## config.mk

```make
export PLATFORM = sky130hd
export DESIGN_NAME = alu_op_sequencer
export DESIGN_NICKNAME = d
export VERILOG_FILES = /design/src/rtl/alu_op_sequencer.sv
export SDC_FILE = /design/constraint.sdc
export NUM_CORES = 1
export LEC_CHECK = 0
export BUFFER_PORTS_ARGS = -buffer_cell sky130_fd_sc_hd__buf_2
export CORE_MARGIN = 2
export CORE_UTILIZATION = 30
export DETAILED_ROUTE_END_ITERATION = 10
export HOLD_SLACK_MARGIN = 0.06
export PLACE_DENSITY = 0.54
export SYNTH_ARGS = -nofsm -noshare
export SYNTH_HDL_FRONTEND = slang
export SYNTH_SLANG_ARGS = --single-unit
export TNS_END_PERCENT = 50
```

## constraint.sdc

```tcl
create_clock -name clock -period 2.1 [get_ports clock]
set_input_delay 0.42 -clock clock [delete_from_list [all_inputs] [get_ports clock]]
set_output_delay 0.42 -clock clock [all_outputs]
set_load 0.02 [all_outputs]
```

## src/rtl/alu_op_sequencer.sv

```systemverilog
// Operation sequencer for the 8-bit calculator datapath: owns the A/B/Y registers,
// drives the ALU opcode select, and queues one extra request behind the running op.
module alu_op_sequencer #(
    parameter int unsigned WIDTH = 8,
    parameter int unsigned CNT_W = 8
) (
    input  logic             clock,
    input  logic             reset,
    input  logic             go,
    input  logic [3:0]       op,
    input  logic [WIDTH-1:0] sw_val,
    input  logic [WIDTH-1:0] alu_y,
    output logic [3:0]       alu_sel,
    output logic [WIDTH-1:0] A,
    output logic [WIDTH-1:0] B,
    output logic [WIDTH-1:0] Y,
    output logic             busy,
    output logic             done,
    output logic             zero,
    output logic             ovf_err,
    output logic [CNT_W-1:0] op_count
);

    typedef enum logic [2:0] {
        StIdle,
        StSettle,
        StExec,
        StSwp2,
        StSwp3,
        StDone
    } state_e;

    localparam logic [3:0] OpLastAlu = 4'd12;
    localparam logic [3:0] OpSto     = 4'd13;
    localparam logic [3:0] OpSwp     = 4'd14;
    localparam logic [3:0] OpLoad    = 4'd15;

    state_e           stateQ, stateD;
    logic             goQ;
    logic [3:0]       opQ, opD;
    logic [3:0]       selQ, selD;
    logic [WIDTH-1:0] aQ, aD, bQ, bD, yQ, yD, tmpQ, tmpD;
    logic             busyQ, busyD;
    logic             zeroQ, zeroD;
    logic             ovfQ, ovfD;
    logic             pendingQ, pendingD;
    logic [3:0]       pendOpQ, pendOpD;
    logic [CNT_W-1:0] cntQ, cntD;
    logic             goRise;

    assign goRise = go & ~goQ;

    always_ff @(posedge clock or negedge reset) begin
        if (!reset) begin
            stateQ   <= StIdle;
            goQ      <= 1'b0;
            opQ      <= '0;
            selQ     <= '0;
            aQ       <= '0;
            bQ       <= '0;
            yQ       <= '0;
            tmpQ     <= '0;
            busyQ    <= 1'b0;
            zeroQ    <= 1'b1;
            ovfQ     <= 1'b0;
            pendingQ <= 1'b0;
            pendOpQ  <= '0;
            cntQ     <= '0;
        end else begin
            stateQ   <= stateD;
            goQ      <= go;
            opQ      <= opD;
            selQ     <= selD;
            aQ       <= aD;
            bQ       <= bD;
            yQ       <= yD;
            tmpQ     <= tmpD;
            busyQ    <= busyD;
            zeroQ    <= zeroD;
            ovfQ     <= ovfD;
            pendingQ <= pendingD;
            pendOpQ  <= pendOpD;
            cntQ     <= cntD;
        end
    end

    always_comb begin
        stateD   = stateQ;
        opD      = opQ;
        selD     = selQ;
        aD       = aQ;
        bD       = bQ;
        yD       = yQ;
        tmpD     = tmpQ;
        busyD    = busyQ;
        zeroD    = zeroQ;
        ovfD     = ovfQ;
        pendingD = pendingQ;
        pendOpD  = pendOpQ;
        cntD     = cntQ;

        unique case (stateQ)
            StIdle: begin
                // A request captured during the final DONE cycle starts from here.
                if (pendingQ) begin
                    opD      = pendOpQ;
                    selD     = pendOpQ;
                    busyD    = 1'b1;
                    pendingD = 1'b0;
                    stateD   = StSettle;
                    if (goRise) begin
                        pendingD = 1'b1;
                        pendOpD  = op;
                    end
                end else if (goRise) begin
                    opD    = op;
                    selD   = op;
                    busyD  = 1'b1;
                    stateD = StSettle;
                end
            end
            StSettle: stateD = StExec;
            StExec: begin
                stateD = StDone;
                if (opQ <= OpLastAlu) begin
                    yD    = alu_y;
                    zeroD = (alu_y == '0);
                end else if (opQ == OpSto) begin
                    aD = yQ;
                end else if (opQ == OpLoad) begin
                    aD = sw_val;
                end else if (opQ == OpSwp) begin
                    tmpD   = aQ;
                    stateD = StSwp2;
                end
            end
            StSwp2: begin
                aD     = bQ;
                stateD = StSwp3;
            end
            StSwp3: begin
                bD     = tmpQ;
                stateD = StDone;
            end
            StDone: begin
                cntD = cntQ + 1'b1;
                if (pendingQ) begin
                    opD      = pendOpQ;
                    selD     = pendOpQ;
                    pendingD = 1'b0;
                    stateD   = StSettle;
                end else begin
                    busyD  = 1'b0;
                    stateD = StIdle;
                end
            end
            default: stateD = StIdle;
        endcase

        // Requests arriving mid-operation: queue one, drop and flag anything beyond.
        if (goRise && stateQ != StIdle) begin
            if (!pendingQ) begin
                pendingD = 1'b1;
                pendOpD  = op;
            end else begin
                ovfD = 1'b1;
            end
        end
    end

    assign alu_sel  = selQ;
    assign A        = aQ;
    assign B        = bQ;
    assign Y        = yQ;
    assign busy     = busyQ;
    assign done     = (stateQ == StDone);
    assign zero     = zeroQ;
    assign ovf_err  = ovfQ;
    assign op_count = cntQ;

endmodule

```

# ---- After elaboration in Yosys (flattened, before gate mapping)
# Index checks and enable logic that the tools add are counted.
dict set report op_classes {
  n_lt_le_gt_ge 1
  n_bitwise 5
  add_sub_neg 1
  n_mux 30
  n_reduce_logical 12
  n_eq_ne 13
}
# cell n
set op_table {}
lappend op_table {{$mux 4} 8}
lappend op_table {{$mux 8} 3}
lappend op_table {{$mux 3} 6}
lappend op_table {{$pmux 3 s6} 1}
lappend op_table {{$pmux 8 s2} 1}
lappend op_table {{$eq 4x4->1 const B} 3}
lappend op_table {{$reduce_and 3->1} 3}
lappend op_table {{$add 8x1->8 const B} 1}
lappend op_table {{$logic_not 8->1} 1}
lappend op_table {{$mux 1} 8}
lappend op_table {{$pmux 4 s2} 1}
lappend op_table {{$eq 3x2->1 const B} 2}
lappend op_table {{$eq 3x3->1 const B} 2}
lappend op_table {{$ne 3x3->1 const B} 2}
lappend op_table {{$reduce_and 5->1} 1}
lappend op_table {{$le 4x4->1 const B} 1}
lappend op_table {{$ne 2x2->1 const B} 2}
lappend op_table {{$not 1->1} 4}
lappend op_table {{$pmux 1 s2} 2}
lappend op_table {{$reduce_and 2->1} 2}
lappend op_table {{$reduce_bool 2->1} 2}
lappend op_table {{$eq 3x1->1 const B} 1}
lappend op_table {{$logic_not 3->1} 1}
lappend op_table {{$reduce_bool 3->1} 1}
lappend op_table {{other kinds (3)} 3}
dict set report totals {
  output_inout_bits 40
  ff_bits 56
  wordCells 75
}

# ---- Logic depth before layout (Yosys ltp)
dict set report depth {
  ltp_word 7
  depth_mapped 7
}

# ---- Least setup slack after synthesis
# No wires, ideal clock.
dict set report synth_timing {
  path_type {reg-to-reg}
  startpoint {register stateQ[0]}
  endpoint {register selQ[0], in the netlist alu_sel[0]}
  setup_time_ns 0.125
  t_required_ns 1.975
  stages_incl_launch_ff 7
  arrival_time_ns 1.501
  n_path_buf 2
  slack_ns 0.474
  cell_sequence {dfrtp_1 -> buf_4 -> and3b_1 -> buf_6 -> nor2_4 -> mux2_4 -> mux2_4}
}
dict set report synth_between {
  elab_chain_cells 3
}
# item line_no
set synth_lines {}
lappend synth_lines {{from (decl)} 38} ;# state_e stateQ, stateD;
lappend synth_lines {{from (signal assigned)} 55} ;# stateQ <= StIdle;
lappend synth_lines {{from (signal assigned)} 70} ;# stateQ <= stateD;
lappend synth_lines {{$eq 3x3->1 (*)} --}
lappend synth_lines {{via done} 18} ;# output logic done,
lappend synth_lines {{$ne 2x1->1 (no source line) or $reduce_bool 2->1 (tied branches)} --}
lappend synth_lines {{$reduce_and 3->1 (no source line)} --}
lappend synth_lines {{to (signal assigned)} 73} ;# selQ <= selD;
lappend synth_lines {{to (decl)} 41} ;# logic [3:0] selQ, selD;
# Mark *: on every way through the listed nets, which the timed path passes. The rest lies on a longest branch.
# A chain may end at the register's enable or synchronous reset.

# ---- Worst setup path after layout
dict set report layout_timing {
  startpoint {register stateQ[0]}
  endpoint {output done}
}
dict set report layout_between {
  elab_chain_cells 1
}
# item line_no
set layout_lines {}
lappend layout_lines {{$eq 3x3->1} 176} ;# assign done = (stateQ == StDone);
lappend layout_lines {{to (decl)} 18}
# No other way between the ends.

==> impl_results.md <==
- Outcome: finished clean
- Via count: 1728
- Hold-fix buffers, CTS: 0
- Min-Delay Path Class: in2async
- Largest net degree at the start of global routing: 36
- First-pass GRT wire length: 8.569 mm
- GRT Util Overall: 12.16%
- Slew @ Worst Pin: 0.5425 ns
- DRT Pass-1 Iters: 4
- Resized Gates After CTS: 0
- Postcts setup bufs: 0
- RSZ-0062 raised after global routing: no
- Register area share after synthesis: 54.90%
- Power per cell area: 1459 nW/µm²
- WHS: 0.07895 ns
- Fillers: 841
- R2R depth: 4
- Vias/cell: 4.760
- Synth top area share: 53.87%
- Final Max Tran Viols: 0
- Ant diodes: 0
- Slowest stage delay, CP: 0.53 ns
- Final setup TNS: 0 ns
- Clock-pin slew on the worst setup and hold paths: 0.10 ns
- Die area: 9271 µm²
- Max-slew headroom: 63.84%
- Longest Clk Path Bufs: 2
- Worst r2r dst: pendOpQ[0]
- Avg Cell Area, Syn: 13.24 µm²
- LEAKAGE: 1.490 nW
- Flops & latches, synth: 56
- Crit path kind: reg2out
- Clock sink count: 56
- CP max stage cell: dfrtp_1
- Layout cell share with drive strength beyond 1: 50.39%
- Routed wire length: 5.595 mm
- H-tree levels: 2
- Placed instance area: 2972 µm²
- FF/Latch Area: 1403 µm²
- Clk_lat worst skew: 0.31 ns
- GR Overflow Total: 0
- CP Capture Type: output port
- Warning count from the yosys run: 0
- Post-route antenna net violation count: 0
- Final RePlAce weighted congestion: 0.7054
- Setup violators final: 0
- Max Cap Viol: 0
- Post-route design area: 3067 µm²
- Fin util: 37.32%
- Crit path launch type: flip-flop
- Area growth from synthesis to layout: 20.03%
- Worst path cell trace: and3b_1 -> buf_4 -> buf_2
- Setup slack at placement: 0.4105 ns
- Layout Nets: 281
- Mapped cell area: 2555 µm²
- PortBufs: 62
- Cell accounting for the most synthesized area: dfrtp_1
- Peak VDD IR: 0.0004238 V
- IO Count: 63
- Multi-input logic area: 1059 µm²
- Required time worst endpoint: 1.68 ns
- Cell row count: 33
- Final worst slack: 0.2112 ns
- Synth cell types: 41
- Min Clock Period, post-route: 1.889 ns
- Post-Synthesis Cells: 193
- Number of global-route vias before repair: 1711
- Core outline area: 8217 µm²
- Initial core utilization: 31.09%
- TritonCTS Buffers: 5
- Area contributors post-synth: dfrtp_1 54%, mux2_2 16%, mux2_4 4.7%
- Syn nets: 217
- R2R setup slack: 0.40 ns
- Chip Height: 96.29 µm
- TritonCTS clock tree: done
- Drt initial violations: 60
- Die width: 96.29 µm
- Initial antenna violation count: 0
- Hold Violations, Final: 0
- Setup Skew: 0.007074 ns
- Root buf cell: clkbuf_8
- Crit path DAT: 1.47 ns
- Crit-path max FO: 10
- Placed wire-length estimate: 4.045 mm
- RR Startpoint: stateQ[2]
- # DRC: 0
- DR WL/cell: 15.41 µm
- Achievable Freq: 0.5294 GHz
- Fin crit share: 89.94%
==> area by class of cell <==
| cell class | instances | area share (%) |
|---|---|---|
| Clock buffer | 5 | 2.244 |
| Tap cell | 105 | 4.284 |
| Timing Repair Buffer | 68 | 12.00 |
| Inverter | 3 | 0.3672 |
| Sequential cell | 56 | 45.74 |
| Clock inverter | 3 | 0.8568 |
| Multi-Input combinational cell | 123 | 34.52 |
==> synth_stat cells, drive strengths merged <==
cell type  number
nor2b           2
o31ai           1
inv             3
nor2            5
o21bai          1
a21oi           8
a22oi           1
and4            1
nor4            2
or3             1
ha              1
nand4b          1
and2            1
and3            2
nor3            2
clkbuf          1
buf            10
o221a           1
o21ai           4
xor2            4
nand4           3
mux2i           1
and3b           1
nand3           4
dfstp           1
mux2           45
o22ai          16
xnor2           5
a31o            1
dfrtp          55
nand2           9
==> per-stage QoR <==
stage	total power, mW	instances
CTS	4.554	363
detailed placement	3.907	355
global route	4.781	363
floorplan	3.327	193
global placement	3.880	355
finish	4.476	363
==> flip-flops by register name, summed over array words and instances (netlist names) <==
signal	count
alu_sel	4
ovf_err	1
goQ	1
B	8
busy	1
tmpQ	8
pendingQ	1
zero	1
stateQ	3
A	8
Y	8
op_count	8
pendOpQ	4
==> worst max path at each step <==
stage              start         end  slack, ns  cells after the start
3_5_place_dp   stateQ[2]  pendOpQ[0]       0.41                      4
3_3_place_gp   stateQ[2]  pendOpQ[3]       0.43                      4
4_1_cts        stateQ[0]        done       0.19                      3
5_1_grt        stateQ[0]        done       0.13                      3
6_report       stateQ[0]        done       0.21                      3
2_1_floorplan  stateQ[0]  alu_sel[0]       0.47                      6
==> where the power goes <==
part / internal (mW) / switching (mW)
Clock: 0.247 / 0.381
Sequential: 1.47 / 0.365
Combinational: 0.971 / 1.04
Total: 2.69 / 1.78
==> kinds of logic after synthesis <==
family / after synthesis / synth area share, %
buf+inv: 14 / 3.672
mux: 46 / 21.40
flops: 56 / 54.90
xor+xnor: 9 / 3.085
simple gates: 34 / 8.080
compound gates: 33 / 8.375
fa+ha+maj: 1 / 0.4896
==> placed cells by master, fill, tap and decap left out, drive strengths merged, types with 5 or more instances in the layout <==
| cell | n |
|---|---|
| a21oi | 8 |
| buf | 68 |
| clkbuf | 5 |
| dfrtp | 55 |
| inv | 5 |
| mux2 | 45 |
| nand2 | 9 |
| nor2 | 5 |
| o22ai | 16 |
| xnor2 | 5 |
==> critical path: cells and delay by family, from the launching register on <==
family	cells	cell delay, ns
buf+inv	2	0.35
flops	1	0.53
simple gates	1	0.28
==> metal layers <==
metal,GRT usage (%),part of all wire (%)
met5,0,0
met4,3.929,1.5
met3,1.801,3.5
met2,20.43,49
met1,16.05,46
Note: power is estimated with default switching activity, not from simulation.
